$ cat src/rtl/fitness_eval.sv
// Fitness evaluator: scores each chromosome against a target (matching bits, saturated),
// one per clock, then publishes a stable fitness array with best index and a done pulse.
module fitness_eval #(
   parameter int N       = 10,
   parameter int CHROM_W = 16,
   parameter int WIDTH   = 5
) (
   input  logic                   clk,
   input  logic                   rst,
   input  logic                   start,
   input  logic [CHROM_W-1:0]     population [N],
   input  logic [CHROM_W-1:0]     target,
   output logic [WIDTH-1:0]       fitness_array [N],
   output logic [WIDTH-1:0]       best_fitness,
   output logic [$clog2(N)-1:0]   best_index,
   output logic                   perfect_found,
   output logic                   busy,
   output logic                   done
);

   localparam int IW      = $clog2(N);
   localparam int MAX_FIT = (1 << WIDTH) - 1;

   typedef enum logic [1:0] {IDLE, LOAD, EVAL, DONE} state_t;

   state_t               state;
   logic [IW-1:0]        idx;
   logic [CHROM_W-1:0]   snap [N];
   logic [CHROM_W-1:0]   snap_target;
   logic [WIDTH-1:0]     scratch [N];
   logic [WIDTH-1:0]     run_best;
   logic [IW-1:0]        run_idx;
   logic                 run_perfect;

   logic [CHROM_W-1:0]   diff;
   int                   fit_full;
   logic [WIDTH-1:0]     fit_sat;
   logic [WIDTH-1:0]     best_nxt;
   logic [IW-1:0]        best_idx_nxt;
   logic                 perfect_nxt;

   // NOTE: every signal gets a value before any condition, so no latch can be inferred.
   always_comb begin
      diff     = snap[idx] ^ snap_target;
      fit_full = CHROM_W - $countones(diff);
      if (fit_full > MAX_FIT) fit_sat = WIDTH'(MAX_FIT);
      else                    fit_sat = WIDTH'(fit_full);
      best_nxt     = run_best;
      best_idx_nxt = run_idx;
      perfect_nxt  = run_perfect | (fit_full == CHROM_W);
      // Strictly greater: on a tie the earlier index stays best.
      if (fit_sat > run_best) begin
         best_nxt     = fit_sat;
         best_idx_nxt = idx;
      end
   end

   // NOTE: snapshot and scratch are plain storage, always written before being read,
   // so they carry no reset and can map onto RAM-like resources.
   always_ff @(posedge clk) begin
      if (state == LOAD) begin
         snap        <= population;
         snap_target <= target;
      end
      if (state == EVAL) scratch[idx] <= fit_sat;
   end

   // NOTE: all state uses non-blocking assignments so every register sees pre-edge values.
   always_ff @(posedge clk or negedge rst) begin
      if (!rst) begin
         state         <= IDLE;
         idx           <= '0;
         run_best      <= '0;
         run_idx       <= '0;
         run_perfect   <= 1'b0;
         best_fitness  <= '0;
         best_index    <= '0;
         perfect_found <= 1'b0;
         busy          <= 1'b0;
         done          <= 1'b0;
         for (int i = 0; i < N; i++) fitness_array[i] <= '0;
      end else begin
         done <= 1'b0;
         case (state)
            IDLE: begin
               if (start) begin
                  state <= LOAD;
                  busy  <= 1'b1;
               end
            end
            LOAD: begin
               idx         <= '0;
               run_best    <= '0;
               run_idx     <= '0;
               run_perfect <= 1'b0;
               state       <= EVAL;
            end
            EVAL: begin
               run_best    <= best_nxt;
               run_idx     <= best_idx_nxt;
               run_perfect <= perfect_nxt;
               if (idx == IW'(N - 1)) begin
                  // Results are published on entry to DONE so they are valid alongside done.
                  for (int i = 0; i < N; i++)
                     fitness_array[i] <= (i == N - 1) ? fit_sat : scratch[i];
                  best_fitness  <= best_nxt;
                  best_index    <= best_idx_nxt;
                  perfect_found <= perfect_nxt;
                  busy          <= 1'b0;
                  done          <= 1'b1;
                  state         <= DONE;
               end else begin
                  idx <= idx + IW'(1);
               end
            end
            DONE:    state <= IDLE;
            default: state <= IDLE;
         endcase
      end
   end

endmodule

$ cat config.mk
export PLATFORM = sky130hd
export DESIGN_NAME = fitness_eval
export DESIGN_NICKNAME = d
export VERILOG_FILES = /design/src/rtl/fitness_eval.sv
export SDC_FILE = /design/constraint.sdc
export NUM_CORES = 1
export LEC_CHECK = 0
export CAP_MARGIN = 0
export CORE_MARGIN = 3
export CORE_UTILIZATION = 30
export CTS_CLUSTER_SIZE = 25
export DETAILED_ROUTE_END_ITERATION = 10
export PLACE_DENSITY = 0.62
export SLEW_MARGIN = 20
export SYNTH_ARGS = -nofsm -noshare
export SYNTH_HDL_FRONTEND = slang
export SYNTH_SLANG_ARGS = --single-unit
export TNS_END_PERCENT = 100
$ cat constraint.sdc
create_clock -name clk -period 13.4 [get_ports clk]
set_input_delay 2.01 -clock clk [delete_from_list [all_inputs] [get_ports clk]]
set_output_delay 2.01 -clock clk [all_outputs]
set_load 0.05 [all_outputs]
==> results.sh, run 1 <==
export IMPL_wire_per_inst_um=17.7
export IMPL_grtUsageMet2=0.203
export IMPL_cts_tree="done"
export IMPL_gp_congestion=0.790
export IMPL_synthMuxAreaShare=0.0980
export IMPL_post_cts_resized=0
export IMPL_async_flop_share=0.261
export IMPL_io_buffers=240
export IMPL_post_cts_repair_setup_buffers=0
export IMPL_start_util=0.305
export IMPL_ant_nets=0
export IMPL_synth_compound_area_frac=0.0347
export IMPL_cp_slowest_cell="mux4_1"
export IMPL_fin_crit_ps=8050
export IMPL_finalSetupViolations=0
export IMPL_outcome="completed"
export IMPL_drcViolationCount=0
export IMPL_die_w_um=207
export IMPL_yosysSeqAreaShare=0.707
export IMPL_cts_root_buf="clkbuf_16"
export IMPL_critPathMaxFanout=38
export IMPL_drtPass1Iterations=4
export IMPL_wirelength_um=27700
export IMPL_worstPathArrival_ps=8410
export IMPL_die_h_um=207
export IMPL_ys_types=43
export IMPL_clk_path_buf_depth=3
export IMPL_required_ps=13760
export IMPL_slew_headroom=0.421
export IMPL_grt_use_met3=0.0373
export IMPL_cts_clk_slew_worst_paths_ps=60
export IMPL_hold_violations=0
export IMPL_layout_cells_most_common_list="239 x clkdlybuf4s50_1, 221 x edfxtp_1, 171 x nand2_1"
export IMPL_multi_input_area_um2=3160
export IMPL_synthSimpleGateAreaFrac=0.0680
export IMPL_synth_xor_area_frac=0.0130
export IMPL_maxCapViolCount=0
export IMPL_avgSynthCellArea_um2=15.9
export IMPL_diodes=0
export IMPL_io_pins=241
export IMPL_fin_crit_sh=0.601
export IMPL_end_kind="register"
export IMPL_htreeDepth=2
export IMPL_hpwl_um=19200
export IMPL_grt_busiest_layer="met2"
export IMPL_ys_flop_type="edfxtp_1"
export IMPL_critPathMaxStageDelay_ps=680
export IMPL_ys_warnings_count=0
export IMPL_synthCells=766
export IMPL_r2r_slack_ps=5350
export IMPL_finalMaxSlewViolations=0
export IMPL_grt_max_degree=79
export IMPL_synth_nets=982
export IMPL_via_count=6984
export IMPL_hold_path_class="register to register"
export IMPL_synth_seq_cells=299
export IMPL_insertion_delay_ps=520
export IMPL_grt_pass1_wl_um=43000
export IMPL_met1_usage=0.168
export IMPL_die_area_um2=42900
export IMPL_nets=1228
export IMPL_cts_buffers=35
export IMPL_critPathKind="register to register"
export IMPL_globalRouteOverflowTotal=0
export IMPL_area_delta_synth_final_pct=33.3
export IMPL_std_cell_rows=73
export IMPL_cp_cell_sequence="buf_4 -> mux4_1 -> mux2i_1 -> o32ai_1 -> xor2_1 -> fa_1 -> ha_1 -> inv_1 -> fa_1 -> inv_1 -> fa_1 -> fa_1 -> inv_1 -> ha_1 -> ha_1 -> inv_1 -> fa_1 -> inv_1 -> ha_1 -> nand4_2 -> nor2_2 -> o32ai_4 -> or2_0 -> o221ai_1"
export IMPL_fillers=3737
export IMPL_worst_pin_slew_ps=869
export IMPL_max_freq_mhz=124
export IMPL_tns_ps=0
export IMPL_drt_iter0_markers=407
export IMPL_cts_hold_buffers=0
export IMPL_synth_edf_count=221
export IMPL_grt_total_usage=0.128
export IMPL_final_seq_area_um2=8590
export IMPL_grt_pass1_vias=7431
export IMPL_clock_skew_ps=15.0
export IMPL_cts_sinks=299
export IMPL_synth_adder_area_share=0.0449
export IMPL_drive_above_1_share=0.0821
export IMPL_synth_top_family_by_area="multiplexers"
export IMPL_vias_per_cell=4.48
export IMPL_core_area_um2=39800
export IMPL_syn_area_um2=12100
export IMPL_antenna_found_initial=0
export IMPL_startpoint_type="register"
export IMPL_rsz0062_at_grt="no"
export IMPL_layout_commonest_cell="clkdlybuf4s50_1"
==> path summary, 6_finish.rpt <==
| path | from | cells past startpoint | to |
|---|---|---|---|
| max in group asynchronous | rst | 1 | idx[0] |
| hold / removal | scratch[5][1] | 2 | fitness_array[21] |
| setup reg to reg | idx[0] | 24 | run_best[2] |
| min in group asynchronous | rst | 1 | done |
| setup / recovery | idx[0] | 24 | run_best[2] |
| hold reg to reg | scratch[5][1] | 2 | fitness_array[21] |
==> routing by layer <==
metal  part of all wire  up-vias  wire (um)
met5                  0        -          0
met4              0.022        0        618
met3              0.076       50       2100
met2               0.46      244      12900
met1               0.44     3396      12100
li1                   -     3294          -
==> through the flow <==
step	worst slack (ps)	hold WS [ps]	std cells	area [um2]	util
floorplan	6600	415	766	12100	-
global placement	5350	417	1500	15000	0.377
detailed placement	5210	421	1500	15000	0.377
CTS	5210	436	1560	16200	0.406
global route	4790	443	1560	16200	0.406
finish	5350	434	1560	16200	0.406
==> cell type report <==
type	instances	share of cell area
flip-flops and latches	299	0.531
multi-input cells	389	0.195
repair buffers	249	0.153
clock buffers	45	0.0596
well taps	525	0.0406
clock inverters	15	0.0120
inverters	38	0.00889
==> cells by family (layout without fill, tap and decap cells) <==
| family | after synthesis | after routing |
|---|---|---|
| flip-flops | 299 | 299 |
| AND/OR/NAND/NOR | 208 | 208 |
| buffers and inverters | 78 | 347 |
| multiplexers | 72 | 72 |
| AO/OA/AOI/OAI | 54 | 54 |
| adder cells (fa/ha/maj) | 37 | 37 |
| XOR/XNOR | 18 | 18 |
==> cell usage after synthesis, types with 11 or more instances <==
| cell | number | area [um2] |
|---|---|---|
| edfxtp_1 | 221 | 6640 |
| nand2_1 | 171 | 642 |
| dfrtp_1 | 78 | 1950 |
| mux2i_1 | 39 | 390 |
| inv_1 | 37 | 139 |
| ha_1 | 26 | 325 |
| mux4_1 | 18 | 473 |
| o32ai_1 | 16 | 140 |
| xor2_1 | 16 | 140 |
| mux4_2 | 14 | 315 |
| nor2_1 | 13 | 48.8 |
| a21oi_1 | 12 | 60.1 |
| clkbuf_1 | 11 | 41.3 |
| fa_1 | 11 | 220 |
| nand3_1 | 11 | 55.1 |
==> flip-flops by register name, indices dropped and copies added, names as in the netlist <==
signal,flops
best_fitness,5
best_index,4
busy,1
done,1
fitness_array,50
idx,4
perfect_found,1
run_best,5
run_idx,4
run_perfect,1
scratch,45
snap,160
snap_target,16
state,2
==> worst max-delay path, delay by kind of cell (launching register included) <==
kind | cells | cell delay [ps]
muxes | 2 | 860
adders and majority gates | 9 | 3320
and+or+nand+nor | 3 | 720
buffers and inverters | 6 | 1150
DFF | 1 | 610
xor gates and xnor gates | 1 | 180
AOI/OAI and AO/OA | 3 | 980
Power of run 1 is left out: the tool's default activity adds up to more than one toggle a clock period on the data nets, which glitch-free logic cannot reach.
==> run 2, diff against run 1 <==
Clock period 13.4 ns to 7.8 ns, I/O delays scaled along.
==> results.sh, run 2 (synthesis results as in run 1) <==
export IMPL_outcome="completed"
export IMPL_crit_start="idx[0]"
export IMPL_min_from="scratch[6][0]"
export IMPL_globalRouteOverflowTotal=0
export IMPL_die_area_um2=42900
export IMPL_reg2reg_from="idx[0]"
export IMPL_core_area_um2=39800
export IMPL_start_util=0.305
export IMPL_gp_congestion=0.763
export IMPL_grt_pass1_wl_um=43700
export IMPL_end_kind="register"
export IMPL_post_cts_repair_setup_buffers=0
export IMPL_hold_violations=0
export IMPL_worst_path_dominant_cell_family="adder cells"
export IMPL_io_pins=241
export IMPL_cp_slowest_cell="dfrtp_4"
export IMPL_critPathBufInv=6
export IMPL_maxCapViolCount=0
export IMPL_slew_headroom=0.305
export IMPL_multi_input_area_um2=3160
export IMPL_layout_cells_most_common_list="239 x clkdlybuf4s50_1, 221 x edfxtp_1, 171 x nand2_1"
export IMPL_drtPass1Iterations=7
export IMPL_vias_per_cell=4.48
export IMPL_grt_max_degree=79
export IMPL_post_cts_resized=0
export IMPL_cts_root_buf="clkbuf_16"
export IMPL_cts_tree="done"
export IMPL_required_ps=8160
export IMPL_cp_cell_sequence="buf_12 -> mux4_1 -> mux2i_1 -> o32ai_1 -> xor2_1 -> fa_1 -> inv_1 -> ha_1 -> fa_1 -> inv_1 -> fa_1 -> inv_1 -> fa_1 -> ha_1 -> ha_1 -> inv_1 -> fa_1 -> inv_1 -> ha_1 -> nand4_2 -> nor2_2 -> o32ai_4 -> or2_0 -> o221ai_1"
export IMPL_diodes=0
export IMPL_rsz0062_at_grt="no"
export IMPL_critPathMaxFanout=20
export IMPL_finalSetupViolations=0
export IMPL_wire_per_inst_um=17.9
export IMPL_layout_commonest_cell="clkdlybuf4s50_1"
export IMPL_hold_path_class="register to register"
export IMPL_cts_clk_slew_worst_paths_ps=70
export IMPL_ant_nets=0
export IMPL_cts_buffers=34
export IMPL_max_freq_mhz=138
export IMPL_tns_ps=0
export IMPL_die_h_um=207
export IMPL_worstPathArrival_ps=7630
export IMPL_antenna_found_initial=3
export IMPL_final_seq_area_um2=8590
export IMPL_largest_reg_flops=160
export IMPL_area_delta_synth_final_pct=32.6
export IMPL_drcViolationCount=0
export IMPL_drt_iter0_markers=287
export IMPL_largest_register="snap"
export IMPL_std_cell_rows=73
export IMPL_finalMaxSlewViolations=0
export IMPL_worst_pin_slew_ps=1040
export IMPL_startpoint_type="register"
export IMPL_io_buffers=240
export IMPL_htreeDepth=2
export IMPL_clk_path_buf_depth=3
export IMPL_cts_hold_buffers=0
export IMPL_die_w_um=207
export IMPL_critPathKind="register to register"
export IMPL_grt_total_usage=0.130
export IMPL_critPathMaxStageDelay_ps=680
export IMPL_insertion_delay_ps=520
export IMPL_grt_pass1_vias=7474
export IMPL_clock_skew_ps=17.1
export IMPL_fin_crit_ps=7270
export IMPL_via_count=7001
export IMPL_wirelength_um=27900
export IMPL_fin_crit_sh=0.931
export IMPL_top_regs="snap: 160 flops, fitness_array: 50 flops, scratch: 45 flops"
export IMPL_cts_sinks=299
export IMPL_nets=1231
export IMPL_drive_above_1_share=0.0829
export IMPL_hpwl_um=19500
export IMPL_fillers=3721
==> run 2: cell types whose count changed in the layout (fill, tap and decap cells not counted), moves of 2 or more <==
cell	change
buf_4	+3
clkbuf_8	-2
clkbuf_1	+3
clkinvlp_4	+2
clkinv_1	-2
bufinv_16	-3
==> run 2: final timing paths <==
path / to / slack (ps) / cells after the start
worst max-delay path: run_idx[2] / 530 / 24
worst min-delay path: fitness_array[15] / 430 / 2
worst max register to register: run_idx[2] / 530 / 24
worst min register to register: fitness_array[15] / 430 / 2
max in group asynchronous: idx[0] / 6560 / 1
min in group asynchronous: done / 700 / 1
==> run 2: worst register-to-register path: stages (launching register included) <==
cell      delay (ps)
dfrtp_4          680
buf_12           260
mux4_1           570
mux2i_1          150
o32ai_1          130
xor2_1           190
fa_1             550
inv_1             40
ha_1             180
fa_1             500
inv_1             50
fa_1             400
inv_1             80
fa_1             420
ha_1             300
ha_1             170
inv_1             60
fa_1             530
inv_1            340
ha_1             340
nand4_2          140
nor2_2            70
o32ai_4          210
or2_0            500
o221ai_1         230
==> run 2: final cells by class <==
| cell class | count | share of cell area |
|---|---|---|
| inverter | 38 | 0.00886 |
| timing repair buffer | 253 | 0.156 |
| sequential | 299 | 0.534 |
| multi-input combinational | 389 | 0.196 |
| clock buffer | 45 | 0.0574 |
| tap | 525 | 0.0408 |
| clock inverter | 13 | 0.00676 |
==> run 2: metal layers <==
| metal | wire, um | track usage | vias up |
|---|---|---|---|
| met4 | 612 | 0.0405 | 6 |
| met5 | 42 | 0 | - |
| met3 | 1830 | 0.0347 | 50 |
| li1 | - | - | 3291 |
| met1 | 12300 | 0.175 | 3422 |
| met2 | 13100 | 0.207 | 232 |
==> run 2: through the flow <==
| step | cells | cell area (um2) | hold slack (ps) | util | setup WS (ps) |
|---|---|---|---|---|---|
| global placement | 1504 | 15100 | 420 | 0.378 | 605 |
| floorplan | 766 | 12100 | 415 | - | 999 |
| detailed placement | 1504 | 15100 | 424 | 0.378 | 480 |
| finish | 1562 | 16100 | 435 | 0.404 | 535 |
| CTS | 1562 | 16100 | 439 | 0.404 | 456 |
| global route | 1562 | 16100 | 456 | 0.404 | 61.2 |
Power of run 2 is left out for the same reason.
==> run 3, diff against run 2 <==
Settings changed: CORE_MARGIN 3 to 2, DONT_BUFFER_PORTS set to 1, PLACE_DENSITY 0.62 to 0.55.
==> results.sh, run 3 (synthesis results as in run 1) <==
export IMPL_ant_nets=0
export IMPL_hpwl_um=18100
export IMPL_globalRouteOverflowTotal=0
export IMPL_die_h_um=205
export IMPL_gp_congestion=0.719
export IMPL_critPathMaxFanout=33
export IMPL_dpl_instance_area_um2=12700
export IMPL_cts_tree="done"
export IMPL_startpoint_type="register"
export IMPL_finalSetupViolations=0
export IMPL_worstPathArrival_ps=7720
export IMPL_hold_violations=0
export IMPL_multi_input_area_um2=3160
export IMPL_start_util=0.305
export IMPL_antenna_found_initial=6
export IMPL_worst_path_dominant_cell_family="adder cells"
export IMPL_clk_path_buf_depth=3
export IMPL_design_area_um2=13900
export IMPL_fin_crit_ps=7340
export IMPL_max_freq_mhz=136
export IMPL_insertion_delay_ps=540
export IMPL_wirelength_um=27300
export IMPL_drive_above_1_share=0.116
export IMPL_cts_buffers=35
export IMPL_end_kind="register"
export IMPL_cp_slowest_cell="dfrtp_4"
export IMPL_drcViolationCount=0
export IMPL_drtPass1Iterations=6
export IMPL_tns_ps=0
export IMPL_htreeDepth=2
export IMPL_grt_pass1_wl_um=40700
export IMPL_grt_pass1_vias=6530
export IMPL_io_pins=241
export IMPL_cts_root_buf="clkbuf_16"
export IMPL_die_w_um=205
export IMPL_die_area_um2=42100
export IMPL_rsz0062_at_grt="no"
export IMPL_via_count=6139
export IMPL_cts_sinks=299
export IMPL_critPathBufInv=5
export IMPL_io_buffers=0
export IMPL_final_seq_area_um2=8590
export IMPL_post_cts_repair_setup_buffers=0
export IMPL_core_area_um2=39800
export IMPL_slew_headroom=0.377
export IMPL_nets=993
export IMPL_layout_commonest_cell="edfxtp_1"
export IMPL_vias_per_cell=4.63
export IMPL_maxCapViolCount=0
export IMPL_finalMaxSlewViolations=0
export IMPL_area_delta_synth_final_pct=14.4
export IMPL_grt_total_usage=0.131
export IMPL_critPathKind="register to register"
export IMPL_post_cts_resized=0
export IMPL_fin_crit_sh=0.942
export IMPL_cp_cell_sequence="mux4_1 -> mux2i_1 -> o32ai_1 -> xor2_1 -> fa_1 -> inv_1 -> ha_1 -> fa_1 -> inv_1 -> fa_1 -> fa_1 -> inv_1 -> ha_1 -> ha_1 -> inv_1 -> fa_1 -> inv_1 -> ha_1 -> nand4_2 -> nor2_2 -> o32ai_4 -> or2_0 -> o221ai_1"
export IMPL_largest_register="snap"
export IMPL_top_regs="snap: 160 flops, fitness_array: 50 flops, scratch: 45 flops"
export IMPL_largest_reg_flops=160
export IMPL_outcome="completed"
export IMPL_cts_hold_buffers=0
export IMPL_cts_clk_slew_worst_paths_ps=60
export IMPL_clock_skew_ps=14.5
export IMPL_critPathMaxStageDelay_ps=780
export IMPL_worst_pin_slew_ps=928
export IMPL_layout_cells_most_common_list="221 x edfxtp_1, 171 x nand2_1, 75 x dfrtp_1"
export IMPL_wire_per_inst_um=20.6
export IMPL_required_ps=8180
export IMPL_grt_max_degree=79
export IMPL_hold_path_class="input port to asynchronous set/reset pin"
export IMPL_std_cell_rows=73
export IMPL_fillers=3843
export IMPL_drt_iter0_markers=360
-- run 3: cell types whose count changed in the layout (fill, tap and decap cells not counted), moves of 2 or more --
cell             delta
clkdlybuf4s50_1   -239
diode_2             +2
bufinv_16           +5
clkbuf_16           +2
clkbuf_1            -5
-- run 3: worst paths after layout --
path,from,end,slack (ps),depth (start not counted)
max,idx[0],run_idx[2],460,23
min,rst,fitness_array[37],330,0
max reg2reg,idx[0],run_idx[2],460,23
min reg2reg,scratch[6][4],fitness_array[19],430,2
max in group asynchronous,rst,idx[0],7350,0
min in group clk,scratch[6][4],fitness_array[19],430,2
-- run 3: cell type report --
type                            count  share of cell area
Timing Repair Buffer               14             0.00847
Multi-Input combinational cell    389               0.227
Antenna cell                        2            0.000360
Clock buffer                       42              0.0687
Tap cell                          525              0.0473
Clock inverter                     18              0.0187
Sequential cell                   299               0.619
Inverter                           38              0.0104
-- run 3: metal layers --
| metal | share of wire | GRT usage | vias up |
|---|---|---|---|
| li1 | - | - | 2825 |
| met5 | 0.0019 | 0 | - |
| met3 | 0.092 | 0.0532 | 50 |
| met4 | 0.023 | 0.0470 | 8 |
| met2 | 0.47 | 0.208 | 226 |
| met1 | 0.41 | 0.162 | 3030 |
-- run 3: stage by stage --
stage	hold WS [ps]	setup WS [ps]	cells	utilization
final	334	456	1327	0.349
after global placement	419	534	1265	0.318
after floorplan	415	999	766	-
after global routing	296	1.94	1325	0.349
after CTS	293	317	1325	0.349
after detailed placement	422	341	1265	0.318
Power of run 3 is left out for the same reason.
